===== src/rtl/dec5t32_pkg.sv =====
// Shared widths for the 5-to-32 decoder slice.
// Split into four 8-output groups selected by the top two index bits.
package dec5t32_pkg;

    localparam int SEL_W = 5;
    localparam int OUT_W = 32;
    localparam int GRP_N = 4;
    localparam int GRP_W = 8;
    localparam int LO_W  = 3;

endpackage


===== src/rtl/dec5t32_dec3t8.sv =====
// 3-to-8 one-hot decoder with active-high enable.
// Enable is ANDed into every output so an unknown select decodes to 0.
module dec3t8
    import dec5t32_pkg::*;
(
    input  logic [LO_W-1:0]  sel,
    input  logic             en,
    output logic [GRP_W-1:0] y
);

    // One output per select value, each gated by the enable
    always_comb begin
        y = '0;
        for (int k = 0; k < GRP_W; k++) begin
            y[k] = en & (sel == LO_W'(k));
        end
    end

endmodule


===== src/rtl/dec5t32.sv =====
// 5-to-32 one-hot decoder: 2-to-4 predecoder feeding four 3-to-8 decoders.
// OUT_REG=1 adds a one-cycle output register with async active-high clear.
module dec5t32
    import dec5t32_pkg::*;
#(
    parameter bit OUT_REG = 1'b0
) (
    input  logic             clk,
    input  logic             rst,
    input  logic [SEL_W-1:0] I,
    input  logic             En,
    output logic [OUT_W-1:0] Y
);

    logic [GRP_N-1:0] grp_en;
    logic [OUT_W-1:0] d;

    // Predecode the group index; En gating keeps X on I from leaking out
    always_comb begin
        grp_en = '0;
        for (int g = 0; g < GRP_N; g++) begin
            grp_en[g] = En & (I[SEL_W-1:LO_W] == 2'(g));
        end
    end

    for (genvar g = 0; g < GRP_N; g++) begin : g_grp
        dec3t8 u_dec (
            .sel (I[LO_W-1:0]),
            .en  (grp_en[g]),
            .y   (d[g*GRP_W +: GRP_W])
        );
    end

    if (OUT_REG) begin : g_reg
        logic [OUT_W-1:0] y_q;

        // Register the decode; reset clears without waiting for clk
        always_ff @(posedge clk or posedge rst) begin
            if (rst) begin
                y_q <= '0;
            end else begin
                y_q <= d;
            end
        end

        assign Y = y_q;
    end else begin : g_comb
        // clk/rst have no role in the combinational build
        logic unused_clk_rst;
        assign unused_clk_rst = clk ^ rst;
        assign Y = d;
    end

endmodule


===== config.mk =====
export PLATFORM = sky130hd
export DESIGN_NAME = dec5t32
export DESIGN_NICKNAME = d
export VERILOG_FILES = /design/src/rtl/dec5t32_pkg.sv /design/src/rtl/dec5t32_dec3t8.sv /design/src/rtl/dec5t32.sv
export SDC_FILE = /design/constraint.sdc
export NUM_CORES = 1
export LEC_CHECK = 0
export ABC_AREA = 1
export CAP_MARGIN = 30
export CORE_AREA = 5 5 42 44
export DETAILED_ROUTE_END_ITERATION = 6
export DIE_AREA = 0 0 47 49
export PLACE_DENSITY = 0.76
export SLEW_MARGIN = 30
export SYNTH_ARGS = -nofsm -noshare
export SYNTH_HDL_FRONTEND = slang
export SYNTH_SLANG_ARGS = --single-unit

===== constraint.sdc =====
create_clock -name vclk -period 0.8
set_input_delay 0.2 -clock vclk [all_inputs]
set_output_delay 0.2 -clock vclk [all_outputs]
set_load 0.02 [all_outputs]

==> summary.md, run 1 <==
| Metric | Value |
|---|---|
| Clk network pwr share | `0%` |
| Reg area | `0 um2` |
| RSZ-0062 raised after global routing | `true` |
| Via count | `approximately 480` |
| Hold buffers post-CTS | `0` |
| Die W | `approximately 47 um` |
| Mapped Area | `about 200 um2` |
| Die height | `49 um` |
| PwrDens | `about 330 mW/mm2` |
| Layout cells sized above 1 | `97.7%` |
| Count of pins over their slew limit | `0` |
| Nature of the critical path endpoint | `output pin` |
| Worst Path Arrival | `just over 800 ps` |
| IO Pins | `40` |
| Hold/Removal Path Class | `input port to output pin` |
| Worst slew pin tran | `around 240 ps` |
| Part of the cycle the worst path needs | `129%` |
| Avg Cell Area, Syn | `4.03 um2` |
| Initial antenna violation count | `0` |
| Post-synth cell types | `4` |
| Flop pwr share | `0%` |
| Post-Syn Nets | `58` |
| Synthesis Warnings | `0` |
| Synth top area share | `about three fifths` |
| DR iter-0 viols | `3` |
| Status | `finished, violations left` |
| Top cells by area, synth | `nor2_1 (61%), nand3_1 (27%), inv_1 (9.3%)` |
| Critical Path RT | `600 ps` |
| Initial Util | `between 10% and 20%` |
| Post-CTS Setup Bufs | `0` |
| Std-Cell Rows | `14` |
| First-pass GRT wire length | `about 2200 um` |
| Sequential cell count | `0` |
| Sw Pwr | `slightly above 0.2 mW` |
| Cells after synthesis | `50` |
| Die area | `0.00230 mm2` |
| Gr usage total | `roughly an eighth` |
| Logic pwr share | `100.0%` |
| Dpl ws | `-1310 ps` |
| Vias per cell | `between 4 and 5` |
| Final Wtd Congestion | `0.682` |
| Failing checks | `negative setup slack` |
| Nets | `98` |
| Tmin final | `1030 ps` |
| Switching Fraction | `around three fifths` |
| Area post-placement | `~760 um2` |
| Dpl hpwl | `1010 um` |
| Vias in the first global route | `433` |
| Layout area overhead | `409%` |
| Startpoint Class | `input port` |
| Crit-path max FO | `8` |
| # clk buffers | `0` |
| Register area share after synthesis | `0%` |
| Pleak | `about 0.35 nW` |
| Routed Antenna Nets | `0` |
| Pin count of the biggest net entering global routing | `9` |
| Final WL | `~1500 um` |
| Critical path class | `input port to output pin` |
| GRT overflow | `0` |
| Port bufs | `38` |
| Routed wire per std cell | `14.2 um` |
| VDD IR-drop max | `slightly above 0.2 mV` |
| Drt first pass iters | `4` |
| Final hold violations | `0` |
| Internal power | `~0.14 mW` |
| Max Cap Viol | `0` |
| Synth area leader | `nor2_1` |
| Fin area | `0.00103 mm2` |
| Slew HR | `between 80% and 90%` |
| Final setup margin | `-230 ps` |
| # DRC | `0` |
| Setup-failing EPs final | `32` |
| ANT cells | `0` |
| Fmax achieved | `slightly below 1000 MHz` |
| Core ar. | `roughly 0.0014 mm2` |
critical path: stages:
cell      delay (ps)
buf_12           120
clkinv_8          40
nand3_4          180
nor2_4           160
buf_6            120
timing repair:
| item | CTS | global route |
|---|---|---|
| cloned | 0 | 0 |
| resized for setup | 252 | 33 |
| endpoints found under the setup margin | 32 | 32 |
| pin swaps | 19 | 17 |
metal layers:
metal / share of wire (%) / up-vias / global-route usage (%)
li1: - / 237 / -
met1: 33 / 224 / 15.2
met2: 58 / 22 / 21.3
met3: 8.5 / 0 / 1.85
met4: 0 / 0 / 0
met5: 0 / - / 0
cells in the mapped netlist:
| cell type | count |
|---|---|
| nor2_1 | 33 |
| nand3_1 | 11 |
| inv_1 | 5 |
| nand2_1 | 1 |
per-stage QoR:
step / power [mW] / hold WS (ps) / TNS [ps] / utilization [%] / cells
floorplan: 0.117 / 556 / -2150 / - / 50
global placement: 0.216 / 1670 / -39170 / 54.4 / 104
detailed placement: 0.219 / 1680 / -39730 / 54.4 / 104
CTS: 0.309 / 792 / -6220 / 64.5 / 104
global route: 0.362 / 814 / -7890 / 73.2 / 104
finish: 0.342 / 794 / -6520 / 73.2 / 104
cells by family after synthesis:
logic type / count (synthesis) / share of synthesized area (%)
AND/OR/NAND/NOR: 45 / 90.7
buffers and inverters: 5 / 9.32
cell type report:
| class | count | area [um2] |
|---|---|---|
| Inverter | 5 | 73.8 |
| Fill cell | 120 | 375 |
| Tap cell | 16 | 20.0 |
| Timing Repair Buffer | 38 | 442 |
| Multi-Input combinational cell | 45 | 490 |
final timing paths:
check | startpoint | end | slack [ps] | depth (start not counted)
worst max-delay path | I[4] | Y[10] | -230 | 5
worst min-delay path | I[1] | Y[7] | 790 | 4
power by group through the flow:
stage / clock network [mW] / logic, mW / registers, mW
after global placement: 0 / 0.216 / 0
after detailed placement: 0 / 0.219 / 0
after CTS: 0 / 0.309 / 0
after floorplan: 0 / 0.117 / 0
final: 0 / 0.342 / 0
after global routing: 0 / 0.362 / 0
placed cells by master, fill, tap and decap left out:
cell type,count
buf_12,5
buf_4,9
buf_6,23
buf_8,1
clkinv_4,1
clkinv_8,4
nand2_4,1
nand3_4,11
nor2_1,2
nor2_2,14
nor2_4,17
No activity file was read; power rests on OpenSTA's default activity.
==> run 2: changes to the inputs <==
Settings changed: CAP_MARGIN 30 to 20, SLEW_MARGIN 30 to not set.
==> results of run 2 <==
Final layout, timing and power as in run 1 (identical DEF).
